### config.mk
export PLATFORM = sky130hd
export DESIGN_NAME = not16_bist
export DESIGN_NICKNAME = d
export VERILOG_FILES = /design/src/rtl/not16_bist.sv
export SDC_FILE = /design/constraint.sdc
export NUM_CORES = 1
export LEC_CHECK = 0
export CORE_MARGIN = 4
export CORE_UTILIZATION = 40
export DETAILED_ROUTE_END_ITERATION = 6
export HOLD_SLACK_MARGIN = 0.15
export PLACE_DENSITY_LB_ADDON = 0.12
export SKIP_LAST_GASP = 1
export SYNTH_ARGS = -nofsm -noshare
export SYNTH_HDL_FRONTEND = slang
export SYNTH_SLANG_ARGS = --single-unit
### constraint.sdc
create_clock -name clk -period 2.3 [get_ports clk]
set_input_delay 0.23 -clock clk [delete_from_list [all_inputs] [get_ports clk]]
set_output_delay 0.23 -clock clk [all_outputs]
set_load 0.05 [all_outputs]
### src/rtl/not16_bist.sv
// Built-in self-test sequencer for a 16-bit NOT datapath: drives fixed and LFSR vectors,
// waits a settle time, checks the response against the complement and reports the results.
module not16_bist #(
  parameter int          SETTLE_CYCLES = 1,
  parameter int          LFSR_COUNT    = 16,
  parameter logic [15:0] SEED          = 16'hACE1
) (
  input  logic        clk,
  input  logic        rst_n,
  input  logic        start,
  output logic [15:0] dut_in,
  input  logic [15:0] dut_out,
  output logic        busy,
  output logic        done,
  output logic        pass,
  output logic [7:0]  err_count,
  output logic [7:0]  first_err_idx,
  output logic [15:0] first_err_vec
);

  localparam int          N          = 5 + LFSR_COUNT;
  localparam logic [7:0]  LAST_IDX   = 8'(N - 1);
  localparam logic [15:0] SEED_EFF   = (SEED == 16'h0000) ? 16'h0001 : SEED;
  localparam int          SW         = (SETTLE_CYCLES < 2) ? 1 : $clog2(SETTLE_CYCLES + 1);
  localparam logic [SW-1:0] SETTLE_LOAD = SW'(SETTLE_CYCLES);

  typedef enum logic [2:0] {IDLE, DRIVE, SETTLE, CHECK, DONE} state_t;

  state_t        state, state_nxt;
  logic [7:0]    idx;
  logic [7:0]    next_idx;
  logic [15:0]   lfsr;
  logic [15:0]   lfsr_next;
  logic [SW-1:0] settle_cnt;
  logic          mismatch;
  logic          last_vec;
  logic [7:0]    err_next;

  function automatic logic [15:0] fixed_vec(input logic [2:0] i);
    case (i)
      3'd0:    fixed_vec = 16'h0000;
      3'd1:    fixed_vec = 16'hFFFF;
      3'd2:    fixed_vec = 16'hAAAA;
      3'd3:    fixed_vec = 16'h3CC3;
      default: fixed_vec = 16'h1234;
    endcase
  endfunction

  assign lfsr_next = {lfsr[14:0], lfsr[15] ^ lfsr[13] ^ lfsr[12] ^ lfsr[10]};
  assign mismatch  = (dut_out != ~dut_in);
  assign last_vec  = (idx == LAST_IDX);
  assign next_idx  = idx + 8'd1;
  assign err_next  = (mismatch && err_count != 8'hFF) ? err_count + 8'd1 : err_count;

  assign busy = (state != IDLE);
  assign done = (state == DONE);

  always_ff @(posedge clk or negedge rst_n) begin
    if (!rst_n) state <= IDLE;
    else        state <= state_nxt;
  end

  always_comb begin
    state_nxt = state;
    case (state)
      IDLE:    if (start) state_nxt = DRIVE;
      DRIVE:   state_nxt = (SETTLE_CYCLES == 0) ? CHECK : SETTLE;
      SETTLE:  if (settle_cnt <= SW'(1)) state_nxt = CHECK;
      CHECK:   state_nxt = last_vec ? DONE : DRIVE;
      DONE:    state_nxt = IDLE;
      default: state_nxt = IDLE;
    endcase
  end

  // lfsr always holds the most recent LFSR vector; it only steps once idx passes 5
  always_ff @(posedge clk or negedge rst_n) begin
    if (!rst_n) begin
      dut_in        <= 16'h0000;
      pass          <= 1'b0;
      err_count     <= 8'h00;
      first_err_idx <= 8'hFF;
      first_err_vec <= 16'h0000;
      idx           <= 8'h00;
      lfsr          <= SEED_EFF;
      settle_cnt    <= '0;
    end else begin
      case (state)
        IDLE: begin
          if (start) begin
            err_count     <= 8'h00;
            pass          <= 1'b0;
            first_err_idx <= 8'hFF;
            first_err_vec <= 16'h0000;
            lfsr          <= SEED_EFF;
            idx           <= 8'h00;
            dut_in        <= fixed_vec(3'd0);
          end
        end
        DRIVE:  settle_cnt <= SETTLE_LOAD;
        SETTLE: settle_cnt <= settle_cnt - SW'(1);
        CHECK: begin
          err_count <= err_next;
          if (mismatch && first_err_idx == 8'hFF) begin
            first_err_idx <= idx;
            first_err_vec <= dut_in;
          end
          if (last_vec) begin
            dut_in <= 16'h0000;
            pass   <= (err_next == 8'h00);
          end else begin
            idx <= next_idx;
            if (next_idx < 8'd5) begin
              dut_in <= fixed_vec(next_idx[2:0]);
            end else if (next_idx == 8'd5) begin
              dut_in <= lfsr;
            end else begin
              lfsr   <= lfsr_next;
              dut_in <= lfsr_next;
            end
          end
        end
        default: ;
      endcase
    end
  end

endmodule

* Word-level counts from Yosys, hierarchy flattened *
Index checks and enable logic that the tools add are counted.

word-level totals
  register bits = 77
  output and inout bits = 51
  word-level logic and storage cells = 78

operators by class
  add/subtract/negate cells = 3
  $lt $le $gt $ge = 2
  eq/ne operators = 18
  muxes and demuxes = 28
  bitwise gates (word level) = 4
  reductions and logical operators = 14

operators by type and width
  kind                                                number
  two-way mux 16 bit                                  8
  one-hot mux 16 bit (2 select lines)                 3
  one-hot mux 16 bit (4 select lines)                 1
  one-hot mux 8 bit (2 select lines)                  3
  two-way mux 8 bit                                   5
  adder 8 x 1 -> 8 bit, second input constant         2
  inequality test 16 bit                              1
  NOT 16 bit                                          1
  == test 3 x 2 -> 1 bit, second input constant       4
  inequality test 2 bit, second input constant        6
  one-hot mux 3 bit (4 select lines)                  1
  two-way mux 3 bit                                   3
  AND reduction 3 bit                                 3
  == test 8 x 3 -> 1 bit, second input constant       1
  == test 8 x 5 -> 1 bit, second input constant       1
  == test 8 bit, second input constant                1
  logical NOT 8 bit                                   1
  < comparator 8 x 3 -> 1 bit, second input constant  1
  inequality test 8 bit, second input constant        1
  == test 3 x 1 -> 1 bit, second input constant       2
  logical NOT 3 bit                                   2
  one-hot mux 1 bit (2 select lines)                  2
  AND reduction 2 bit                                 2
  AND reduction 4 bit                                 1
  8 further kinds                                     13

* Logic depth before layout (Yosys ltp) *
Gate-level depths: netlist (run 1).

  depth in word-level cells = 7
  gate-level depth with buffers = 9
  gate-level depth less buffers = 9

* Worst setup path after synthesis (run 1) *
OpenSTA, ideal clock, no wires.

  path kind = register to register
  from = reg err_count[0]
  to = reg pass
  setup time = 0.104 ns
  arrival = 2.167 ns
  data required time = 2.196 ns
  path slack = 0.029 ns
  stages on the path, launching flop included = 7
  buffers on the path = 0
  period minus slack after synthesis = 2.271 ns
  path through = dfrtp_1 -> ha_1 -> and4_1 -> nand4_1 -> a211oi_1 -> a31oi_1 -> o41ai_2

on the way
  cells in the longest elaborated chain, start to end = 6
  elaborated cells between the ends (all ways) = 7
  those cells by class = 1 x add/sub; 1 x eq/ne; 3 x mux; 2 x reduce/logical

ends and longest elaborated chain
  item                                                          line  source
  start: declaration                                            16    output logic [7:0] err_count,
  start signal: assignment                                      102   err_count <= err_next;
  branches (longest 2 deep; another with adder 8 x 1 -> 8 bit)  n/a
  two-way mux 8 bit *                                           53    assign err_next = (mismatch && err_count != 8'hFF) ? err_count + 8'd1 : err_count;
  logical NOT 8 bit *                                           109   pass <= (err_next == 8'h00);
  two-way mux 1 bit *                                           107   if (last_vec) begin
  one-hot mux 1 bit (2 select lines) *                          87    case (state)
  end signal: assignment                                        109
  end: declaration                                              15    output logic pass,

Mark *: on every way between the ends. The select of a mux whose other input is x is not followed.
A chain may end at the register's enable or synchronous reset.

* Worst setup path after layout (run 1) *
  from = reg idx[0]
  to = reg dut_in[15]

on the way
  cells in the longest elaborated chain, start to end = 6
  elaborated cells between the ends (all ways) = 13
  those cells by class = 1 x add/sub; 1 x order compare; 5 x eq/ne; 5 x mux; 1 x reduce/logical

ends and longest elaborated chain
  item                                                          line  source
  start: declaration                                            30    logic [7:0] idx;
  start signal: assignment                                      111   idx <= next_idx;
  branches (longest 4 deep; another with adder 8 x 1 -> 8 bit)  n/a
  two-way mux 16 bit *                                          107
  one-hot mux 16 bit (2 select lines) *                         87
  end signal: assignment                                        113   dut_in <= fixed_vec(next_idx[2:0]);
  end signal: assignment                                        115   dut_in <= lfsr;
  end signal: assignment                                        118   dut_in <= lfsr_next;
  end: declaration                                              11    output logic [15:0] dut_in,

Mark *: on every way between the ends.

==> out/summary.txt, run 1 <==
==================================================================================
Y dimension of the die                                                      110 um
Slew headroom                                                                65.2%
Total number of yosys warnings                                                   0
Final worst path period share                                                96.3%
Family of cells with the greatest summed delay on the critical path   compound AO/OA/AOI/OAI gates
Static leakage power                                                       2.22 nW
Via count of the first global-routing pass                                    3371
Syn Area/Cell                                                            10.0 um^2
Fraction of final layout cells with drive strength greater than 1            20.3%
Slack of the worst reg-to-reg path                                           90 ps
Clock root cell                                                       sky130_fd_sc_hd__clkbuf_8
Number of buffer and inverter stages on the critical path                        1
Required time of the worst setup path                                      2530 ps
Seq cells post-synth                                                            76
Final core utilization                                                       55.2%
Endpoint of the worst register-to-register path                         dut_in[15]
Clock H-tree levels                                                              3
# port buffers                                                                  69
Power share of the sequential group                                          54.9%
Shortest clock period the worst path allows after layout                   2210 ps
Total chip power                                                           2.44 mW
Total I/O pin count                                                             70
Sum of net half-perimeters after detailed placement                        8640 um
Final wirelength                                                          11400 um
Max_cap viols                                                                    0
Pwr/cell area                                                          446 nW/um^2
Via count                                                                     3467
Worst-case setup slack after placement                                    -81.1 ps
Highest net fanout along the worst path                                          7
Type of the worst setup path                                          flop to flop
Kind of end point of the critical path                                        flop
Clock share of power                                                         41.6%
First-pass GRT wire length                                                18300 um
Ys async rst share                                                            100%
Avg WL per Cell                                                            17.4 um
Placer's final routability congestion estimate                               0.890
All-layer global routing usage                                               19.8%
Critical path's largest stage delay                                         450 ps
Antenna violations before repair                                                 0
Most frequently used cell type in the post-synthesis netlist          sky130_fd_sc_hd__dfrtp_1
Die outline width                                                           110 um
Router iterations before antenna repair                                          4
Filler instances                                                               902
Internal power component                                                   1.88 mW
FMAX                                                                     0.452 GHz
Number of clock buffers inserted by TritonCTS                                    9
Total congestion overflow                                                        0
Synthesis-to-finish area growth                                              32.6%
Final hold violation count                                                       0
Clock tree buffer depth                                                          2
Number of slew-limit violations in the final report                              0
Final-stage net count                                                          543
Post-synth EDFFs                                                                 0
Top cell type's share of synthesized area                                    36.4%
Outcome                                                               complete, no violations
Worst r2r path cells                                                             8
Worst Hold Slack                                                            385 ps
Slowest library cell on the worst path                                sky130_fd_sc_hd__dfrtp_2
RSZ-0062 raised after global routing                                            no
Initial Util                                                                 41.6%
Area contributors post-synth                                          sky130_fd_sc_hd__dfrtp_1 36%, sky130_fd_sc_hd__dfstp_2 10%, sky130_fd_sc_hd__mux2i_1 5.1%
Antenna Diode Count                                                              0
PnR worst setup slack                                                      85.3 ps
Yosys top cell by area                                                sky130_fd_sc_hd__dfrtp_1
Worst reg2reg startpoint                                                    idx[0]
Worst clock skew                                                           8.77 ps
Pin count of the biggest net entering global routing                            42
Share of total power in combinational logic                                   3.6%
Maximum resistive drop on vdd                                               280 uV
Distinct cells, synth                                                           60
Cell count after synthesis                                                     411
Cell types with the highest counts after synthesis                    60 x sky130_fd_sc_hd__dfrtp_1, 48 x sky130_fd_sc_hd__nand2_1, 26 x sky130_fd_sc_hd__inv_1
Series of cell instances along the critical path                      ha_1 > a311oi_1 > a31o_1 > o211a_4 > and3_1 > buf_12 > mux2i_1 > o221ai_1
Switching power summed over all nets                                      0.559 mW
Number of routed nets with antenna violations                                    0
Floorplan core area                                                      9910 um^2
Clk slew on worst S/H paths                                                  80 ps
Startpoint type of the worst setup path                                       flop
Via density                                                                   5.30
Min-delay worst type                                                  primary input to async pin
Sink Count                                                                      76
CP Data Arrival Time                                                       2440 ps
Clk_lat worst skew                                                          360 ps
Setup Total Neg Slack                                                         0 ps
Switching share of total power                                               22.9%
Measured slew at the worst slew-check pin                                   520 ps
First-iteration detailed-routing DRC count                                     341
Area of the mapped netlist                                               4130 um^2
DRC Markers                                                                      0
Clock tree from TritonCTS                                                     done
Row Count                                                                       36
Most instantiated flip-flop cell in the synthesis netlist             sky130_fd_sc_hd__dfrtp_1
DIE AREA                                                                12000 um^2
Proportion of synthesized chip area in sequential cells                      46.6%
Setup violators final                                                            0
Synthesized Nets                                                               438
==================================================================================
stage by stage:
step	instances	cell area [um^2]
after floorplan	411	4130
after global placement	634	5210
after detailed placement	634	5210
after CTS	651	5410
after global routing	654	5470
final	654	5470
worst max-delay path by stage:
| stage | slack, ps | cells after the start | from | end |
|---|---|---|---|---|
| after global routing | 3 | 6 | err_count[1] | pass |
| after floorplan | 30 | 6 | err_count[0] | pass |
| after global placement | -90 | 8 | dut_out[2] | pass |
| after detailed placement | -80 | 8 | dut_out[2] | pass |
| after CTS | 0.6 | 8 | idx[0] | dut_in[13] |
| final | 90 | 8 | idx[0] | dut_in[15] |
registers in the layout, indices dropped and copies added (netlist names):
signal	cells
idx	8
lfsr	16
first_err_idx	8
dut_in	16
first_err_vec	16
state	3
err_count	8
pass	1
power groups by stage:
stage	registers (mW)	clock network (mW)	logic, mW
floorplan	1.37	0	0.0154
global placement	1.36	0	0.0866
detailed placement	1.36	0	0.0875
CTS	1.34	1.03	0.0893
global route	1.34	1.10	0.0969
finish	1.34	1.01	0.0867
per-layer routing:
| metal | vias to the layer above | GRT usage (%) | wire [um] |
|---|---|---|---|
| met4 | 0 | 5.88 | 171 |
| met2 | 88 | 29.5 | 5000 |
| met3 | 14 | 3.41 | 620 |
| li1 | 1689 | - | - |
| met1 | 1676 | 29.5 | 5570 |
| met5 | - | 0 | 0 |
repair_timing:
| action | CTS | global route |
|---|---|---|
| hold endpoints to repair | 30 | 0 |
| endpoints found under the setup margin | 0 | 31 |
| hold buffers | 1 | 0 |
| setup buffers | 0 | 3 |
| gates resized for setup | 0 | 11 |
layout by cell type, fill, tap and decap left out, types with 7 or more instances in the layout:
master                            synthesis  routed
sky130_fd_sc_hd__a31oi_1                  8       8
sky130_fd_sc_hd__o22a_1                  15      15
sky130_fd_sc_hd__mux2i_1                 21      21
sky130_fd_sc_hd__clkbuf_8                 0       9
sky130_fd_sc_hd__dfstp_2                 16      16
sky130_fd_sc_hd__dfrtp_1                 60      59
sky130_fd_sc_hd__o21ai_0                 20      20
sky130_fd_sc_hd__nand3_1                 15      15
sky130_fd_sc_hd__ha_1                     8       8
sky130_fd_sc_hd__xnor2_1                 21      21
sky130_fd_sc_hd__clkdlybuf4s50_1          0      68
sky130_fd_sc_hd__nand2_1                 48      47
sky130_fd_sc_hd__buf_4                    1      42
sky130_fd_sc_hd__o21ai_1                 12      12
sky130_fd_sc_hd__a21oi_1                  8       7
sky130_fd_sc_hd__inv_1                   26      26
sky130_fd_sc_hd__nor2_1                  17      14
cell families (layout without fill, tap and decap cells):
kind of cell | Yosys count | after routing | share of synthesized area [%]
and+or+nand+nor | 124 | 124 | 15.4
AOI/OAI and AO/OA | 110 | 110 | 19.7
DFF | 76 | 76 | 46.6
buffers and inverters | 45 | 155 | 4.82
xor gates and xnor gates | 25 | 25 | 5.31
muxes | 23 | 23 | 5.73
adders and majority gates | 8 | 8 | 2.43
layout make-up:
cell class,instances,area (um^2),share of cell area (%)
tap,133,166,3.04
multi-input combinational,290,2040,37.4
clock buffer,10,128,2.33
inverter,26,97.6,1.78
clock inverter,6,66.3,1.21
sequential,76,1920,35.2
timing repair buffer,113,1050,19.1
Power figures use the tool's default switching activity.
==> run 2: changes to the inputs <==
CORE_ASPECT_RATIO = 0.6   (was not set)
==> run 2 against run 1 <==
  * Sequential share of layout area shrank 1.4 points
  * Routed wire length grew 10%
  * Critical path depth shrank 1
  * Clock skew shrank 1.0 ps
  * Fmax grew 0.22%
  * Sequential cell count is the same
  * Power grew 26%
  * Critical path type unchanged
  * Critical endpoint unchanged
==> out/summary.txt, run 2 (same netlist as run 1, synthesis figures left out) <==
================================================================================
Outcome                                                             complete, no violations
Cell mode on critical path                                          sky130_fd_sc_hd__and4_4
Die outline width                                                         139 um   +27%
Clk_lat worst skew                                                        340 ps   -20 ps
Total congestion overflow                                                      0   unchanged
Slew headroom                                                              60.9%   -4.3 points
Worst clock skew                                                         7.76 ps   -1.00 ps
Critical path's largest stage delay                                       510 ps   +60 ps
Met2 Resource Use GR                                                       29.4%   -0.097 points
Floorplan core area                                                    9950 um^2   +0.40%
Initial Util                                                               41.5%   -0.17 points
Number of routed nets with antenna violations                                  0   unchanged
Series of cell instances along the critical path                    and4_4 > and4_4 > o211a_4 > and3_1 > buf_12 > mux2i_1 > o221ai_1
Final-stage net count                                                        544   +0.18%
Global route hottest layer                                                  met1
Fraction of final layout cells with drive strength greater than 1          22.2%   +1.9 points
PnR worst setup slack                                                    90.2 ps   +4.86 ps
Static leakage power                                                     2.31 nW   +4.3%
Sequential Area                                                        1920 um^2   about the same
Number of slew-limit violations in the final report                            0   unchanged
Router iterations before antenna repair                                        5   +1
Final wirelength                                                        12600 um   +10%
Most common library cell in the layout ignoring fill and taps       sky130_fd_sc_hd__clkdlybuf4s50_1
FMAX                                                                   0.453 GHz   +0.22%
Required time of the worst setup path                                    2510 ps   -20 ps
Final core utilization                                                     57.3%   +2.1 points
Worst Hold Slack                                                          430 ps   +44.5 ps
Met3 global-route usage                                                    5.84%   +2.4 points
Pin count of the biggest net entering global routing                          45   +7.1%
Y dimension of the die                                                   86.7 um   -21%
Clk slew on worst S/H paths                                                60 ps   -20 ps
Antenna Diode Count                                                            0   unchanged
# port buffers                                                                69   unchanged
First-iteration detailed-routing DRC count                                   255   -25%
Total chip power                                                         3.06 mW   +26%
Worst-case setup slack after placement                                   -121 ps   -39.8 ps
Synthesis-to-finish area growth                                            38.2%
Final worst path period share                                              96.1%   -0.21 points
Clock tree from TritonCTS                                                   done
Total I/O pin count                                                           70   unchanged
Sink Count                                                                    76   unchanged
CP Data Arrival Time                                                     2410 ps   -30 ps
Clock root cell                                                     sky130_fd_sc_hd__clkbuf_16
Row Count                                                                     28   -22%
Slowest library cell on the worst path                              sky130_fd_sc_hd__dfrtp_1
First-pass GRT wire length                                              20300 um   +11%
Leading cell types in the layout, fill and taps excluded            68 x sky130_fd_sc_hd__clkdlybuf4s50_1, 58 x sky130_fd_sc_hd__dfrtp_1, 47 x sky130_fd_sc_hd__nand2_1
DRC Markers                                                                    0   unchanged
Measured slew at the worst slew-check pin                                 586 ps   +65.6 ps
Type of the worst setup path                                        flop to flop
Clock H-tree levels                                                            3   unchanged
Avg WL per Cell                                                          19.1 um   +10%
Via count                                                                   3666   +5.7%
Final hold violation count                                                     0   unchanged
Startpoint type of the worst setup path                                     flop
Filler instances                                                             884   -2.0%
Placer's final routability congestion estimate                             0.849   -4.6%
Sum of net half-perimeters after detailed placement                      9200 um   +6.5%
Pwr/cell area                                                        538 nW/um^2   +20%
Setup violators final                                                          0   unchanged
Shortest clock period the worst path allows after layout                 2210 ps   -4.86 ps
Max_cap viols                                                                  0   unchanged
Area used by multi-input combinational logic                           2110 um^2   +3.2%
DIE AREA                                                              12100 um^2   +0.44%
Global Route met1 Usage                                                    33.1%   +3.6 points
Highest net fanout along the worst path                                        8   +1
Clock tree buffer depth                                                        2   unchanged
Antenna violations before repair                                               0   unchanged
Number of clock buffers inserted by TritonCTS                                  9   unchanged
Via count of the first global-routing pass                                  3601   +6.8%
Maximum resistive drop on vdd                                             368 uV   +31%
Via density                                                                 5.58   +5.3%
Biggest registers after layout                                      dut_in (16), first_err_vec (16), lfsr (16)
Kind of end point of the critical path                                      flop
Setup Total Neg Slack                                                       0 ps   unchanged
Min-delay worst type                                                primary input to async pin
All-layer global routing usage                                             21.5%   +1.6 points
================================================================================
## run 2: cell types whose count changed in the layout (fill, tap and decap cells not counted), moves of 2 or more
cell | previous run | this run
sky130_fd_sc_hd__bufinv_16 | 1 | 3
sky130_fd_sc_hd__clkbuf_16 | 0 | 9
sky130_fd_sc_hd__clkbuf_8 | 9 | 0
sky130_fd_sc_hd__clkinvlp_4 | 3 | 0
## run 2: worst paths after layout
check / startpoint / endpoint / slack, ps / depth (start not counted)
setup / recovery: idx[2] / dut_in[15] / 90 / 7
max in group asynchronous: rst_n / first_err_idx[5] / 1130 / 3
hold / removal: rst_n / lfsr[4] / 430 / 2
min in group clk: first_err_vec[10] / first_err_vec[10] / 520 / 2
setup reg to reg: idx[2] / dut_in[15] / 90 / 7
hold reg to reg: first_err_vec[10] / first_err_vec[10] / 520 / 2
## run 2: timing repair
action | in CTS | in global routing
hold endpoints to repair | 34 | 0
setup buffers | 0 | 4
resized for setup | 0 | 22
endpoints found under the setup margin | 0 | 50
hold buffers | 1 | 0
## run 2: worst max-delay path, delay by kind of cell (launching register included)
kind	cells	cell delay [ps]
muxes	1	280
buffers and inverters	1	140
AOI/OAI and AO/OA	2	320
and+or+nand+nor	3	810
DFF	1	510
## run 2: layout make-up
class                           instances  share of cell area [%]
Timing Repair Buffer                  113                    18.6
Inverter                               26                    1.71
Sequential cell                        76                    33.8
Clock inverter                          6                    1.98
Multi-Input combinational cell        291                    37.0
Tap cell                              135                    2.96
Clock buffer                           10                    4.02
## run 2: report_power, final
part	leakage (nW)	internal [mW]	total (mW)	switching, mW
clock network	0.167	1.06	1.63	0.571
logic	1.30	0.0423	0.0878	0.0455
registers	0.843	1.34	1.34	0.00205
## run 2: per-layer routing
| layer | up-vias | share of wire (%) |
|---|---|---|
| met2 | 138 | 40 |
| met4 | 0 | 1.2 |
| met5 | - | 0 |
| li1 | 1702 | - |
| met1 | 1810 | 52 |
| met3 | 16 | 6.7 |
## run 2: per-stage QoR
step           cells  instance area, um^2
6_report         657                 5700
5_1_grt          657                 5700
4_1_cts          652                 5570
3_5_place_dp     635                 5210
3_3_place_gp     635                 5210
2_1_floorplan    411                 4130
==> run 3: changes to the inputs <==
PLACE_DENSITY_LB_ADDON = not set   (was 0.12)
==> run 3 against run 2 <==
  * Via count down 0.79%
  * Sequential power about the same
  * Non-clock buffer count down 2
  * Global-route usage down 0.31 points
  * Largest cell class unchanged
==> out/summary.txt, run 3 (same netlist as run 1, synthesis figures left out) <==
================================================================================
Outcome                                                             complete, no violations
DIE AREA                                                              12100 um^2   unchanged
Number of clock buffers inserted by TritonCTS                                  9   unchanged
Maximum resistive drop on vdd                                             344 uV   -6.5%
Slack of the worst reg-to-reg path                                        100 ps   about the same
Placer's final routability congestion estimate                             0.880   +3.7%
# port buffers                                                                69   unchanged
Final wirelength                                                        12300 um   -2.2%
Clk_lat worst skew                                                        340 ps   about the same
Shortest clock period the worst path allows after layout                 2200 ps   -8.38 ps
Antenna violations before repair                                               0   unchanged
Initial Util                                                               41.5%   unchanged
Total congestion overflow                                                      0   unchanged
Worst Hold Slack                                                          387 ps   -42.5 ps
Worst r2r path cells                                                           8   +1
Pwr/cell area                                                        528 nW/um^2   -1.7%
Clock H-tree levels                                                            3   unchanged
Clock tree from TritonCTS                                                   done
Worst clock skew                                                         8.63 ps   +0.867 ps
PnR worst setup slack                                                    98.6 ps   +8.38 ps
DRC Markers                                                                    0   unchanged
Die outline width                                                         139 um   unchanged
Clock root cell                                                     sky130_fd_sc_hd__clkbuf_16
Fraction of final layout cells with drive strength greater than 1          22.0%   -0.26 points
Router iterations before antenna repair                                        6   +1
Pin count of the biggest net entering global routing                          38   -16%
All-layer global routing usage                                             21.2%   -0.31 points
Via density                                                                 5.56   -0.34%
Via count                                                                   3637   -0.79%
Summed area of non-filler cells in the final layout                    5640 um^2   -1.1%
Final hold violation count                                                     0   unchanged
Required time of the worst setup path                                    2500 ps   about the same
Number of slew-limit violations in the final report                            0   unchanged
Setup Total Neg Slack                                                       0 ps   unchanged
Avg WL per Cell                                                          18.8 um   -1.8%
Sum of net half-perimeters after detailed placement                      9290 um   +0.94%
Kind of end point of the critical path                                      flop
Setup violators final                                                          0   unchanged
Highest net fanout along the worst path                                        7   -1
Total I/O pin count                                                           70   unchanged
Clock tree buffer depth                                                        2   unchanged
Via count of the first global-routing pass                                  3467   -3.7%
Min-delay worst type                                                primary input to async pin
Sink Count                                                                    76   unchanged
Clk slew on worst S/H paths                                                60 ps   about the same
First-iteration detailed-routing DRC count                                   222   -13%
Final worst path period share                                              95.7%   -0.36 points
CP Data Arrival Time                                                     2400 ps   about the same
Biggest registers after layout                                      dut_in (16), first_err_vec (16), lfsr (16)
Synthesis-to-finish area growth                                            36.6%
Static leakage power                                                     2.29 nW   -1.2%
Number of routed nets with antenna violations                                  0   unchanged
First-pass GRT wire length                                              19900 um   -2.2%
FMAX                                                                   0.454 GHz   +0.38%
Endpoint of the worst register-to-register path                       dut_in[15]
Worst reg2reg startpoint                                                  idx[0]
Measured slew at the worst slew-check pin                                 532 ps   -54.1 ps
Total chip power                                                         2.98 mW   -2.8%
Leading cell types in the layout, fill and taps excluded            68 x sky130_fd_sc_hd__clkdlybuf4s50_1, 60 x sky130_fd_sc_hd__dfrtp_1, 46 x sky130_fd_sc_hd__nand2_1
Most common library cell in the layout ignoring fill and taps       sky130_fd_sc_hd__clkdlybuf4s50_1
Floorplan core area                                                    9950 um^2   unchanged
Row Count                                                                     28   unchanged
Placed standard-cell area                                              5190 um^2   -0.38%
Final-stage net count                                                        541   -0.55%
Slew headroom                                                              64.4%   +3.5 points
Worst-case setup slack after placement                                  -87.0 ps   +34.0 ps
Startpoint type of the worst setup path                                     flop
Type of the worst setup path                                        flop to flop
Antenna Diode Count                                                            0   unchanged
Filler instances                                                             858   -2.9%
Y dimension of the die                                                   86.7 um   unchanged
Max_cap viols                                                                  0   unchanged
================================================================================
## run 3: cell types whose count changed in the layout (fill, tap and decap cells not counted), moves of 3 or more
cell / previous run / this run
sky130_fd_sc_hd__mux2i_1: 20 / 17
sky130_fd_sc_hd__mux2i_2: 1 / 4
sky130_fd_sc_hd__o22ai_1: 5 / 8
sky130_fd_sc_hd__o22ai_2: 3 / 0
## run 3: repair_timing
action	4_1_cts	5_1_grt
hold endpoints to repair	27	0
setup buffers	0	3
resized for setup	1	20
hold buffers	1	0
pin swaps	0	3
endpoints found under the setup margin	11	43
## run 3: per-stage QoR
step	std cells	utilization [%]
2_1_floorplan	411	-
3_3_place_gp	634	52.2
3_5_place_dp	634	52.2
4_1_cts	651	55.6
5_1_grt	654	56.6
6_report	654	56.6
## run 3: report_power, final
| group | leakage (nW) | switching [mW] | internal [mW] |
|---|---|---|---|
| sequential | 0.843 | 0.00179 | 1.34 |
| clock | 0.156 | 0.563 | 0.984 |
| combinational | 1.29 | 0.0463 | 0.0428 |
## run 3: how the worst max path moves through the flow
stage | startpoint | to | slack, ps | cells after the start
finish | idx[0] | dut_in[15] | 100 | 8
global route | err_count[1] | pass | -9 | 6
CTS | idx[0] | dut_in[15] | 20 | 8
detailed placement | dut_out[2] | first_err_vec[8] | -90 | 9
global placement | dut_out[2] | first_err_vec[11] | -50 | 9
floorplan | err_count[0] | pass | 30 | 6
## run 3: layer usage
layer	track usage [%]	up-vias	share of wire, %
li1	-	1684	-
met1	33.8	1771	52
met2	28.1	172	39
met3	5.51	10	8.2
met4	4.62	0	0.81
met5	0	-	0
## run 3: cell type report
| class | instances | area, um^2 | area share (%) |
|---|---|---|---|
| sequential | 76 | 1920 | 34.1 |
| multi-input combinational | 290 | 2090 | 37.1 |
| timing repair buffer | 111 | 1030 | 18.3 |
| inverter | 26 | 97.6 | 1.73 |
| clock buffer | 11 | 243 | 4.31 |
| clock inverter | 5 | 85.1 | 1.51 |
| tap | 135 | 169 | 3.00 |
## run 3: worst max-delay path: stages, from the launching register on
cell	delay, ps
sky130_fd_sc_hd__dfrtp_1	420
sky130_fd_sc_hd__ha_2	230
sky130_fd_sc_hd__a311oi_2	280
sky130_fd_sc_hd__a31o_1	210
sky130_fd_sc_hd__o211a_4	170
sky130_fd_sc_hd__and3_1	200
sky130_fd_sc_hd__buf_12	140
sky130_fd_sc_hd__mux2i_2	270
sky130_fd_sc_hd__o221ai_1	130
